===== src/rtl/rager_pkg.sv =====
// Shared types for the player projectile pool.
// Slot layout, FSM encoding and the fire keycode.
package rager_pkg;

  localparam logic [7:0] FIRE_KEY = 8'h2C;

  typedef logic [9:0] coord_t;

  typedef struct packed {
    logic   valid;
    coord_t x;
    coord_t y;
  } bullet_t;

  typedef enum logic [1:0] {
    IDLE,
    UPDATE,
    SPAWN
  } bullet_state_e;

endpackage


===== src/rtl/bullet_pixel_test.sv =====
// Combinational sprite hit test of one slot
// against the current pixel query.
module bullet_pixel_test
  import rager_pkg::*;
#(
  parameter int BULLET_W = 2,
  parameter int BULLET_H = 4
) (
  input  bullet_t b_i,
  input  coord_t  draw_x_i,
  input  coord_t  draw_y_i,
  output logic    hit_o
);

  localparam coord_t W = coord_t'(BULLET_W);
  localparam coord_t H = coord_t'(BULLET_H);

  coord_t dx;
  coord_t dy;

  // Differences only matter once the >= guards hold.
  assign dx = draw_x_i - b_i.x;
  assign dy = draw_y_i - b_i.y;

  assign hit_o = b_i.valid
    && (draw_x_i >= b_i.x) && (dx < W)
    && (draw_y_i >= b_i.y) && (dy < H);

endmodule


===== src/rtl/bullet_ctrl.sv =====
// Frame-sequenced projectile pool: per-frame slot walk,
// one spawn decision, and a registered pixel query.
module bullet_ctrl
  import rager_pkg::*;
#(
  parameter int NUM_BULLETS  = 4,
  parameter int BULLET_SPEED = 4,
  parameter int COOLDOWN     = 8,
  parameter int SPAWN_OFFSET = 8,
  parameter int BULLET_W     = 2,
  parameter int BULLET_H     = 4,
  localparam int CW = $clog2(NUM_BULLETS + 1)
) (
  input  logic          Clk,
  input  logic          Reset_n,
  input  logic          frame_start,
  input  logic          Start,
  input  logic [7:0]    keycodeshoot,
  input  logic [9:0]    Ball_X,
  input  logic [9:0]    Ball_Y,
  input  logic [9:0]    DrawX,
  input  logic [9:0]    DrawY,
  output logic          bullet_on,
  output logic [CW-1:0] active_count,
  output logic          pool_full,
  output logic          busy,
  output logic          spawn,
  output logic          overrun
);

  localparam int IW =
    (NUM_BULLETS > 1) ? $clog2(NUM_BULLETS) : 1;
  localparam int CDW =
    (COOLDOWN > 0) ? $clog2(COOLDOWN + 1) : 1;

  localparam coord_t SPEED  = coord_t'(BULLET_SPEED);
  localparam coord_t OFFSET = coord_t'(SPAWN_OFFSET);
  localparam logic [IW-1:0] LAST =
    IW'(NUM_BULLETS - 1);
  localparam logic [CDW-1:0] CD_INIT = CDW'(COOLDOWN);

  bullet_state_e  state_q, state_d;
  logic [IW-1:0]  idx_q, idx_d;
  logic [CDW-1:0] cd_q, cd_d;
  bullet_t        slots_q [NUM_BULLETS];
  bullet_t        slots_d [NUM_BULLETS];
  logic [CW-1:0]  count_q;
  logic           full_q;
  logic           on_q;

  logic           has_free;
  logic [IW-1:0]  free_idx;
  logic [CW-1:0]  cnt;
  logic           fire;
  logic [NUM_BULLETS-1:0] hit;

  assign fire = (keycodeshoot == FIRE_KEY);

  // Lowest-index free slot wins.
  always_comb begin
    has_free = 1'b0;
    free_idx = '0;
    for (int i = NUM_BULLETS - 1; i >= 0; i--) begin
      if (!slots_q[i].valid) begin
        has_free = 1'b1;
        free_idx = IW'(i);
      end
    end
  end

  always_comb begin
    cnt = '0;
    for (int i = 0; i < NUM_BULLETS; i++) begin
      cnt = cnt + CW'(slots_q[i].valid);
    end
  end

  always_comb begin
    state_d = state_q;
    idx_d   = idx_q;
    cd_d    = cd_q;
    spawn   = 1'b0;
    for (int i = 0; i < NUM_BULLETS; i++) begin
      slots_d[i] = slots_q[i];
    end
    unique case (state_q)
      IDLE: begin
        if (frame_start) begin
          state_d = UPDATE;
          idx_d   = '0;
        end
      end
      UPDATE: begin
        if (!Start) begin
          slots_d[idx_q].valid = 1'b0;
        end else if (slots_q[idx_q].valid
                     && slots_q[idx_q].y < SPEED) begin
          slots_d[idx_q].valid = 1'b0;
        end else if (slots_q[idx_q].valid) begin
          slots_d[idx_q].y = slots_q[idx_q].y - SPEED;
        end
        if (idx_q == LAST) begin
          state_d = SPAWN;
        end else begin
          idx_d = idx_q + 1'b1;
        end
      end
      SPAWN: begin
        state_d = IDLE;
        if (!Start) begin
          cd_d = '0;
        end else if (cd_q != '0) begin
          cd_d = cd_q - 1'b1;
        end else if (fire && has_free
                     && Ball_Y >= OFFSET) begin
          slots_d[free_idx].valid = 1'b1;
          slots_d[free_idx].x     = Ball_X;
          slots_d[free_idx].y     = Ball_Y - OFFSET;
          cd_d  = CD_INIT;
          spawn = 1'b1;
        end
      end
      default: state_d = IDLE;
    endcase
  end

  for (genvar g = 0; g < NUM_BULLETS; g++) begin : g_hit
    bullet_pixel_test #(
      .BULLET_W (BULLET_W),
      .BULLET_H (BULLET_H)
    ) u_hit (
      .b_i      (slots_q[g]),
      .draw_x_i (DrawX),
      .draw_y_i (DrawY),
      .hit_o    (hit[g])
    );
  end

  always_ff @(posedge Clk or negedge Reset_n) begin
    if (!Reset_n) begin
      state_q <= IDLE;
      idx_q   <= '0;
      cd_q    <= '0;
      count_q <= '0;
      full_q  <= 1'b0;
      on_q    <= 1'b0;
      for (int i = 0; i < NUM_BULLETS; i++) begin
        slots_q[i] <= '0;
      end
    end else begin
      state_q <= state_d;
      idx_q   <= idx_d;
      cd_q    <= cd_d;
      count_q <= cnt;
      full_q  <= (cnt == CW'(NUM_BULLETS));
      on_q    <= |hit;
      for (int i = 0; i < NUM_BULLETS; i++) begin
        slots_q[i] <= slots_d[i];
      end
    end
  end

  assign busy         = (state_q != IDLE);
  assign overrun      = frame_start && busy;
  assign bullet_on    = on_q;
  assign active_count = count_q;
  assign pool_full    = full_q;

endmodule


===== config.mk =====
export PLATFORM = sky130hd
export DESIGN_NAME = bullet_ctrl
export DESIGN_NICKNAME = d
export VERILOG_FILES = /design/src/rtl/rager_pkg.sv /design/src/rtl/bullet_pixel_test.sv /design/src/rtl/bullet_ctrl.sv
export SDC_FILE = /design/constraint.sdc
export NUM_CORES = 1
export LEC_CHECK = 0
export BUFFER_PORTS_ARGS = -buffer_cell sky130_fd_sc_hd__buf_2
export CORE_MARGIN = 8
export CORE_UTILIZATION = 61
export DETAILED_ROUTE_END_ITERATION = 7
export MAX_ROUTING_LAYER = met4
export PLACE_DENSITY = 0.86
export SYNTH_ARGS = -nofsm -noshare
export SYNTH_HDL_FRONTEND = slang
export SYNTH_SLANG_ARGS = --single-unit

===== constraint.sdc =====
create_clock -name Clk -period 3 [get_ports Clk]
set_clock_uncertainty 0.05 [all_clocks]
set_input_delay 0.6 -clock Clk [delete_from_list [all_inputs] [get_ports Clk]]
set_output_delay 0.6 -clock Clk [all_outputs]
set_load 0.05 [all_outputs]

==> results.py, run 1 <==
metrics = {
    "clocking": {
        "clock_sinks": 97,
        "ctsHoldBuffers": 0,
        "cts_made_buffers": 9,
        "max-clock-path-buffers": 2,
        "clock-root-buffer": "clkbuf_16",
        "path_clk_slew_ns": 0.07,
        "clock_latency_ns": 0.36,
        "cts_tree": "yes",
        "htreeDepth": 3,
    },
    "status": {
        "violations": "DRC",
        "status": "finished, violations left",
    },
    "yosys": {
        "async_flop_share_pct": 100,
        "synth_seq_cells": 97,
        "synth_edf_count": 0,
        "synth.distinct_cells": 71,
        "synth_area_mm2": 0.00851,
        "ys_seq_area_share_pct": 28.5,
        "synth_fp_nets": 1194,
        "syn_inst": 1042,
        "synth-main-ff-cell": "dfrtp_1",
        "synth.avg_cell_area_um2": 8.16,
        "ys_warn_count": 0,
    },
    "grt": {
        "grt_pass1_vias": 8347,
        "grt_pass1_wl_mm": 41.9,
        "grt_max_degree": 72,
        "track_usage_pct": 30.0,
        "antenna_found_initial": 0,
        "grt-ovfl-total": 0,
    },
    "floorplan": {
        "fp-row-count": 43,
        "initial_core_util_pct": 61.8,
        "io_pins": 60,
        "die_x_um": 134,
        "die_h_um": 134,
        "die-area_mm2": 0.0180,
        "coreArea_mm2": 0.0138,
    },
    "worst_setup_path": {
        "crit_buf_inv": 2,
        "startpoint": "idx_q[0]$_DFFE_PN0P_",
        "worstReg2RegStart": "idx_q[0]$_DFFE_PN0P_",
        "critPathLaunchType": "register",
        "cp_slowest_cell": "mux4_2",
        "reg2reg_depth": 11,
        "required_ns": 3.18,
        "end_kind": "register",
        "reg2reg_slack_ns": 0.13,
        "crit_type": "reg2reg",
        "crit_arrival_ns": 3.05,
        "crit_family": "simple AND/OR/NAND/NOR gates",
        "path_cells": "buf_12, mux4_2, inv_1, ha_1, nor2b_1, nand4b_1, and2_1, nand2_1, nor2_1, a211oi_1, a21oi_1",
        "cp_max_fo": 15,
        "rr_endpoint": "slots_q[28]$_DFFE_PN0P_",
        "cp_slowest_stage_delay_ns": 0.55,
    },
    "power_and_ir_drop": {
        "internal_power_uw": 4810,
        "total_power_uw": 9030,
        "pwr-share-comb_pct": 63.8,
        "p_per_area_mw_per_mm2": 900,
        "p_leak_uw": 0.00471,
        "power.share.switching_pct": 46.7,
        "ir_drop_mv": 0.485,
        "power_switching_uw": 4220,
        "seqPwrFrac_pct": 23.1,
        "p_clk_share_pct": 13.2,
    },
    "placement": {
        "place_inst": 1346,
        "gp_congestion": 1.01,
        "hpwl_mm": 20.9,
        "io_buffers": 59,
    },
    "finish": {
        "drive_gt1_share_pct": 17.5,
        "diodes": 0,
        "nFillCells": 1080,
        "area_growth_pct": 17.9,
        "regArea_mm2": 0.00243,
        "multi_input_area_mm2": 0.00557,
        "final_cells": 1360,
        "fin_nets": 1329,
    },
    "sta": {
        "period_minus_slack_ns": 2.87,
        "setup_viol": 0,
        "max-slew-margin-rel_pct": 36.7,
        "max_freq_mhz": 349,
        "timing.final.crit_share_pct": 95.6,
        "finalHoldViolations": 0,
        "tns_ns": 0,
        "tightestPinTransition_ns": 0.949,
        "maxSlewViolCount": 0,
    },
    "detailed_routing": {
        "dr_total_vias": 8630,
        "wl_mm": 26.5,
        "ant_nets": 0,
        "via_per_inst": 6.35,
        "dr.pass1.iters": 8,
        "drt-initial-drc-count": 1120,
        "post-route-drc-count": 1,
        "wl_per_cell_um": 19.5,
    },
    "worst_hold_path": {
        "hold_path_class": "in2async",
    },
    "run": {
        "drv_cap": 0,
    },
}
==> synth_stat cells, types with 4 or more instances <==
| cell | n | share of area (%) |
|---|---|---|
| xnor2_1 | 19 | 2.0 |
| a21oi_1 | 88 | 5.2 |
| o2111ai_1 | 7 | 0.72 |
| nand2_1 | 105 | 4.6 |
| nor3b_1 | 8 | 0.71 |
| nor4b_1 | 4 | 0.41 |
| mux4_2 | 11 | 2.9 |
| nand3_1 | 15 | 0.88 |
| o31a_1 | 4 | 0.41 |
| inv_1 | 123 | 5.4 |
| ha_1 | 95 | 14 |
| nor2b_1 | 20 | 1.5 |
| a211oi_1 | 14 | 1.2 |
| o31ai_1 | 4 | 0.35 |
| nand4_1 | 9 | 0.66 |
| nor2_1 | 97 | 4.3 |
| nand2b_1 | 16 | 1.2 |
| xor2_1 | 10 | 1.0 |
| dfrtp_1 | 97 | 29 |
| o21a_1 | 9 | 0.79 |
| a22o_1 | 4 | 0.41 |
| and3_1 | 5 | 0.37 |
| mux2_2 | 7 | 0.93 |
| a31oi_1 | 11 | 0.81 |
| o211ai_1 | 4 | 0.35 |
| o32ai_1 | 7 | 0.72 |
| o22ai_1 | 11 | 0.81 |
| fa_1 | 5 | 1.2 |
| a311oi_1 | 4 | 0.41 |
| nor3_1 | 20 | 1.2 |
| nor4_1 | 15 | 1.1 |
| buf_2 | 6 | 0.35 |
| o21ai_0 | 94 | 5.5 |
| nand3b_1 | 6 | 0.53 |
| clkbuf_1 | 11 | 0.49 |
| mux2i_1 | 8 | 0.94 |
| o221ai_1 | 5 | 0.51 |
| a21o_1 | 10 | 0.88 |
==> metrics by stage <==
step                hold WS, ns  utilization (%)  instance area [um2]  worst slack (ns)
floorplan                 0.254                -                 8520           0.00981
global placement          0.459             70.4                 9690            -0.321
detailed placement        0.454             70.4                 9690            -0.367
CTS                       0.379             72.6                 9990           0.00166
global route              0.400             72.8                10000           -0.0217
finish                    0.313             72.8                10000             0.131
==> state kept, by name, indices dropped and copies added, names as in the netlist <==
register and count:
active_count 3, idx_q 2, slots_q 84, pool_full 1
bullet_on 1, state_q 2, cd_q 4
==> timing repair <==
action / CTS / global route
resized for setup: 2 / 8
setup endpoints to repair: 1 / 1
hold endpoints to repair: 0 / 0
pin swaps: 1 / 8
setup buffers: 0 / 0
==> placed cells by master, fill, tap and decap left out, drive strengths merged, types with 6 or more instances in the layout <==
cell type    n
o22ai       11
buf        146
mux2         7
clkbuf       9
nor3b        8
a21o        10
nor2        99
nand4        9
a21oi       88
nand2b      16
nand3b       6
a211oi      16
dfrtp       97
nor3        20
nor4        16
nor2b       20
mux4        11
nand3       15
a31oi       11
o21ai       94
ha          95
xnor2       19
o2111ai      7
inv        125
o21a         9
nand2      105
o32ai        7
mux2i        8
xor2        10
==> cell families after synthesis <==
group / synth area share [%]
flops: 28.5
xor+xnor: 2.99
mux: 4.78
buf+inv: 6.80
simple gates: 19.3
fa+ha+maj: 15.1
compound gates: 22.5
==> worst reg2reg max path, cell delays in order (launching register included) <==
cell	delay (ns)
dfrtp_1	0.37
buf_12	0.18
mux4_2	0.55
inv_1	0.08
ha_1	0.16
nor2b_1	0.18
nand4b_1	0.16
and2_1	0.26
nand2_1	0.26
nor2_1	0.09
a211oi_1	0.30
a21oi_1	0.08
==> power groups by stage <==
stage / logic, uW / clock network, uW / registers (uW)
after floorplan: 3910 / 0 / 2010
after global placement: 5380 / 0 / 2060
after detailed placement: 5530 / 0 / 2080
after CTS: 5600 / 1180 / 2070
after global routing: 6260 / 1240 / 2120
final: 5760 / 1190 / 2080
==> final cells by class <==
class / instances / area share [%]
sequential: 97 / 24.2
timing repair buffer: 146 / 10.5
multi-input combinational: 800 / 55.6
inverter: 123 / 4.63
clock buffer: 9 / 2.24
clock inverter: 5 / 0.649
tap: 180 / 2.24
==> routing by layer <==
layer	global-route usage [%]	vias up	share of wire, %
met3	5.76	96	11
met4	11.3	0	3.6
met1	38.2	4006	40
met5	-	-	0
met2	46.6	524	46
li1	-	4004	-
==> how the worst max path moves through the flow <==
stage	endpoint	slack, ns	cells past startpoint
floorplan	bullet_on$_DFF_PN0_	0.01	11
global route	bullet_on$_DFF_PN0_	-0.02	13
finish	slots_q[28]$_DFFE_PN0P_	0.13	11
CTS	bullet_on$_DFF_PN0_	0.002	12
global placement	bullet_on$_DFF_PN0_	-0.32	12
detailed placement	bullet_on$_DFF_PN0_	-0.37	14
Power figures use the tool's default switching activity.
==> run 2, diff against run 1 <==
- CORE_MARGIN: 8 -> 5
==> results.py, run 2 (synthesis gave the netlist of run 1 again) <==
metrics = {
    "worst_setup_path": {
        "cp_max_fo": 7,
        "critPathLaunchType": "register",
        "startpoint": "idx_q[1]$_DFFE_PN0P_",
        "path_cells": "mux4_2, nor4_2, nand4b_1, and2_1, nand2_1, o22ai_1, nand2_1, o21ai_0",
        "end_kind": "register",
        "worstReg2RegStart": "idx_q[1]$_DFFE_PN0P_",
        "crit_family": "simple AND/OR/NAND/NOR gates",
        "crit_buf_inv": 0,
        "required_ns": 3.18,
        "crit_arrival_ns": 3.09,
        "cp_slowest_cell": "mux4_2",
        "path_common_cell": "nand2_1",
        "crit_type": "reg2reg",
        "cp_slowest_stage_delay_ns": 0.60,
        "reg2reg_depth": 8,
        "cp_num_cells": 8,
    },
    "floorplan": {
        "fp-row-count": 43,
        "die_x_um": 128,
        "coreArea_mm2": 0.0138,
        "io_pins": 60,
        "initial_core_util_pct": 61.8,
        "die-area_mm2": 0.0164,
        "die_h_um": 128,
    },
    "placement": {
        "placed_area_mm2": 0.00959,
        "hpwl_mm": 21.2,
        "place_inst": 1341,
        "preCtsSetupSlack_ns": -0.357,
        "gp_congestion": 1.03,
        "io_buffers": 59,
    },
    "sta": {
        "setup_viol": 0,
        "timing.final.crit_share_pct": 96.9,
        "maxSlewViolCount": 0,
        "tightestPinTransition_ns": 0.840,
        "max-slew-margin-rel_pct": 44.0,
        "finalHoldViolations": 0,
        "max_freq_mhz": 344,
        "rsz0062_at_grt": "true",
        "fin_ws_ns": 0.0935,
        "period_minus_slack_ns": 2.91,
    },
    "grt": {
        "grt-ovfl-total": 0,
        "track_usage_pct": 34.0,
        "grt_max_degree": 65,
        "grt_pass1_wl_mm": 42.6,
        "grt_pass1_vias": 8250,
        "antenna_found_initial": 1,
    },
    "finish": {
        "drive_gt1_share_pct": 17.3,
        "largest_reg_flops": 84,
        "final_cell_mix": "inv_1, nand2_1, nor2_1",
        "stdcell_area_mm2": 0.00995,
        "fin_nets": 1325,
        "regMostFlops": "slots_q",
        "final_cells": 1358,
        "layout_commonest_cell": "inv_1",
        "area_growth_pct": 16.9,
    },
    "clocking": {
        "ctsHoldBuffers": 0,
        "max-clock-path-buffers": 2,
        "cts_tree": "yes",
        "clock_latency_ns": 0.36,
        "path_clk_slew_ns": 0.07,
        "htreeDepth": 3,
        "clock-root-buffer": "clkbuf_16",
        "clock_sinks": 97,
        "cts_made_buffers": 9,
    },
    "detailed_routing": {
        "via_per_inst": 6.28,
        "wl_per_cell_um": 19.6,
        "dr_total_vias": 8534,
        "ant_nets": 0,
        "dr.pass1.iters": 6,
        "drt-initial-drc-count": 925,
        "post-route-drc-count": 0,
        "wl_mm": 26.6,
    },
    "power_and_ir_drop": {
        "p_per_area_mw_per_mm2": 899,
        "ir_drop_mv": 0.560,
        "p_leak_uw": 0.00467,
    },
    "status": {
        "status": "finished clean",
    },
    "run": {
        "drv_cap": 0,
    },
    "worst_hold_path": {
        "hold_path_class": "in2async",
    },
}
## run 2: cell types whose count changed in the layout (fill, tap and decap cells not counted), moves of 2 or more
| cell | previous run | this run |
|---|---|---|
| buf_12 | 8 | 3 |
| clkinv_4 | 0 | 2 |
| nand2_1 | 105 | 103 |
| nand2_2 | 0 | 2 |
## run 2: metal layers
| layer | vias to the layer above | share of wire, % | track usage, % |
|---|---|---|---|
| met2 | 424 | 44 | 48.8 |
| met4 | 0 | 3.0 | 11.5 |
| li1 | 4005 | - | - |
| met5 | - | 0 | - |
| met3 | 78 | 10 | 9.08 |
| met1 | 4027 | 43 | 46.6 |
## run 2: layout make-up
cell class              count  area [um2]
diodes                      1        2.50
clock buffers              10         239
well taps                 180         225
clock inverters             5        63.8
inverters                 123         462
flip-flops and latches     97        2430
fillers                  1135        3820
repair buffers            142         958
multi-input cells         800        5570
## run 2: where the power goes
part,internal [uW],switching (uW)
registers,1770,340
clock network,670,525
logic,2340,3290
## run 2: repair_timing
| action | 4_1_cts | 5_1_grt |
|---|---|---|
| pin swaps | 0 | 4 |
| gates resized for setup | 1 | 8 |
| setup buffers | 0 | 1 |
| endpoints found under the setup margin | 1 | 3 |
## run 2: final timing paths
kind                                           end  slack, ns
max                         slots_q[9]$_DFFE_PN0P_       0.09
min                        slots_q[78]$_DFFE_PN0P_       0.29
max reg2reg                 slots_q[9]$_DFFE_PN0P_       0.09
min reg2reg                slots_q[52]$_DFFE_PN0P_       0.48
max in group asynchronous     idx_q[0]$_DFFE_PN0P_       1.84
min in group Clk           slots_q[52]$_DFFE_PN0P_       0.48
## run 2: through the flow
step | TNS [ns] | hold WS [ns] | total power (uW) | util (%)
global route | -0.0294 | 0.357 | 9640 | 72.2
floorplan | 0 | 0.254 | 5920 | -
global placement | -0.254 | 0.445 | 7450 | 69.6
finish | 0 | 0.294 | 8940 | 72.2
detailed placement | -0.383 | 0.461 | 7560 | 69.6
CTS | 0 | 0.317 | 8790 | 71.8
## run 2: worst register-to-register path: cells and delay by family (launching register included)
kind / cells / cell delay (ns)
simple gates: 5 / 1.25
compound gates: 2 / 0.27
mux: 1 / 0.61
flops: 1 / 0.59
==> run 3, diff against run 2 <==
- BUFFER_PORTS_ARGS: -buffer_cell sky130_fd_sc_hd__buf_2 -> unset
- DONT_BUFFER_PORTS: unset -> 1
- PLACE_DENSITY: 0.86 -> 0.83
==> results.py, run 3 (synthesis gave the netlist of run 1 again) <==
metrics = {
    "status": {
        "status": "finished clean",
    },
    "clocking": {
        "clock-root-buffer": "clkbuf_16",
        "htreeDepth": 3,
        "cts_tree": "yes",
        "cts_made_buffers": 9,
        "path_clk_slew_ns": 0.07,
        "clock_sinks": 97,
        "clock_latency_ns": 0.37,
        "max-clock-path-buffers": 2,
    },
    "worst_setup_path": {
        "crit_arrival_ns": 3.06,
        "critPathLaunchType": "register",
        "required_ns": 3.20,
        "reg2reg_slack_ns": 0.14,
        "rr_endpoint": "slots_q[71]$_DFFE_PN0P_",
        "end_kind": "register",
        "cp_max_fo": 9,
        "worstReg2RegStart": "idx_q[1]$_DFFE_PN0P_",
        "reg2reg_depth": 8,
        "crit_type": "reg2reg",
    },
    "detailed_routing": {
        "post-route-drc-count": 0,
        "via_per_inst": 6.47,
        "ant_nets": 0,
        "dr.pass1.iters": 5,
        "wl_per_cell_um": 19.9,
        "dr_total_vias": 8124,
        "drt-initial-drc-count": 1120,
        "wl_mm": 25.0,
    },
    "finish": {
        "largest_reg_flops": 84,
        "diodes": 0,
        "regArea_mm2": 0.00243,
        "area_growth_pct": 9.62,
        "final_cells": 1256,
        "regMostFlops": "slots_q",
        "drive_gt1_share_pct": 9.48,
        "multi_input_area_mm2": 0.00555,
        "final_cell_mix": "inv_1, nand2_1, nor2_1, dfrtp_1, ha_1",
        "stdcell_area_mm2": 0.00933,
        "fin_nets": 1223,
        "nFillCells": 1158,
        "post-route-util_pct": 67.7,
        "layout_commonest_cell": "inv_1",
    },
    "sta": {
        "tightestPinTransition_ns": 0.561,
        "rsz0062_at_grt": "false",
        "finalHoldViolations": 0,
        "maxSlewViolCount": 0,
        "period_minus_slack_ns": 2.86,
        "timing.final.crit_share_pct": 95.3,
        "max-slew-margin-rel_pct": 62.3,
        "setup_viol": 0,
        "max_freq_mhz": 350,
    },
    "power_and_ir_drop": {
        "seqPwrFrac_pct": 24.3,
        "internal_power_uw": 4690,
        "p_clk_share_pct": 14.8,
        "power.share.switching_pct": 46.3,
        "p_per_area_mw_per_mm2": 937,
        "ir_drop_mv": 0.507,
        "power_switching_uw": 4050,
        "pwr-share-comb_pct": 60.9,
        "total_power_uw": 8740,
        "p_leak_uw": 0.00423,
    },
    "placement": {
        "place_inst": 1238,
        "io_buffers": 0,
        "placed_area_mm2": 0.00894,
        "hpwl_mm": 19.1,
        "gp_congestion": 1.01,
    },
    "grt": {
        "grt-ovfl-total": 0,
        "grtUsageMet2_pct": 47.7,
        "met3_usage_pct": 6.92,
        "antenna_found_initial": 0,
        "grt_pass1_vias": 7717,
        "top_usage_layer": "met2",
        "grt_max_degree": 98,
        "track_usage_pct": 31.6,
        "global_route.usage.met1_pct": 42.6,
        "grt_pass1_wl_mm": 39.8,
    },
    "floorplan": {
        "coreArea_mm2": 0.0138,
        "fp-row-count": 43,
        "die_x_um": 128,
        "initial_core_util_pct": 61.8,
        "die-area_mm2": 0.0164,
        "die_h_um": 128,
        "io_pins": 60,
    },
    "run": {
        "drv_cap": 0,
    },
    "worst_hold_path": {
        "hold_path_class": "in2async",
    },
}
[run 3: changes by cell type in the layout (fill, tap and decap cells not counted), sizes merged]
cell,delta
bufinv,+1
diode,-1
buf,-102
[run 3: worst max-delay path, stage by stage (launching register included)]
cell and delay (ns):
dfrtp_2 0.53, mux4_2 0.58, nor4_2 0.40, nand4b_1 0.24, and2_1 0.28, nand2_1 0.27, o22ai_1 0.20, nand2_1 0.10
o21ai_0 0.07
[run 3: worst max path at each step]
stage / to / slack (ns) / start
after CTS: slots_q[50]$_DFFE_PN0P_ / 0.1 / idx_q[1]$_DFFE_PN0P_
after detailed placement: bullet_on$_DFF_PN0_ / -0.17 / DrawX[0]
after global routing: bullet_on$_DFF_PN0_ / 0.008 / slots_q[64]$_DFFE_PN0P_
final: slots_q[71]$_DFFE_PN0P_ / 0.14 / idx_q[1]$_DFFE_PN0P_
after global placement: bullet_on$_DFF_PN0_ / -0.12 / DrawX[0]
after floorplan: bullet_on$_DFF_PN0_ / 0.01 / DrawX[0]
[run 3: cell type report]
class	count	area share, %
clock buffer	10	2.46
clock inverter	6	0.966
inverter	123	4.99
multi-input combinational	800	59.6
sequential	97	26.0
tap	180	2.42
timing repair buffer	40	3.57
[run 3: repair_timing]
action	4_1_cts	5_1_grt
setup buffers	0	1
hold buffers	1	0
setup endpoints to repair	0	35
gates resized for setup	0	10
hold endpoints to repair	97	0
[run 3: per-stage QoR]
| step | hold WS [ns] | setup slack (ns) | TNS [ns] |
|---|---|---|---|
| after global placement | 0.256 | -0.124 | -0.124 |
| after CTS | 0.132 | 0.0984 | 0 |
| after global routing | 0.153 | 0.00772 | 0 |
| after detailed placement | 0.256 | -0.171 | -0.171 |
| after floorplan | 0.254 | 0.00981 | 0 |
| final | 0.104 | 0.141 | 0 |
[run 3: power groups by stage]
| stage | registers, uW | clock network, uW | logic, uW |
|---|---|---|---|
| 2_1_floorplan | 2010 | 0 | 3910 |
| 3_3_place_gp | 2110 | 0 | 4990 |
| 3_5_place_dp | 2130 | 0 | 5100 |
| 4_1_cts | 2110 | 1290 | 5170 |
| 5_1_grt | 2170 | 1350 | 5870 |
| 6_report | 2130 | 1290 | 5320 |
[run 3: layer usage]
layer | vias to the layer above | wire (um)
li1 | 3794 | -
met1 | 3866 | 10500
met2 | 412 | 11400
met3 | 52 | 2410
met4 | 0 | 685
met5 | - | 0
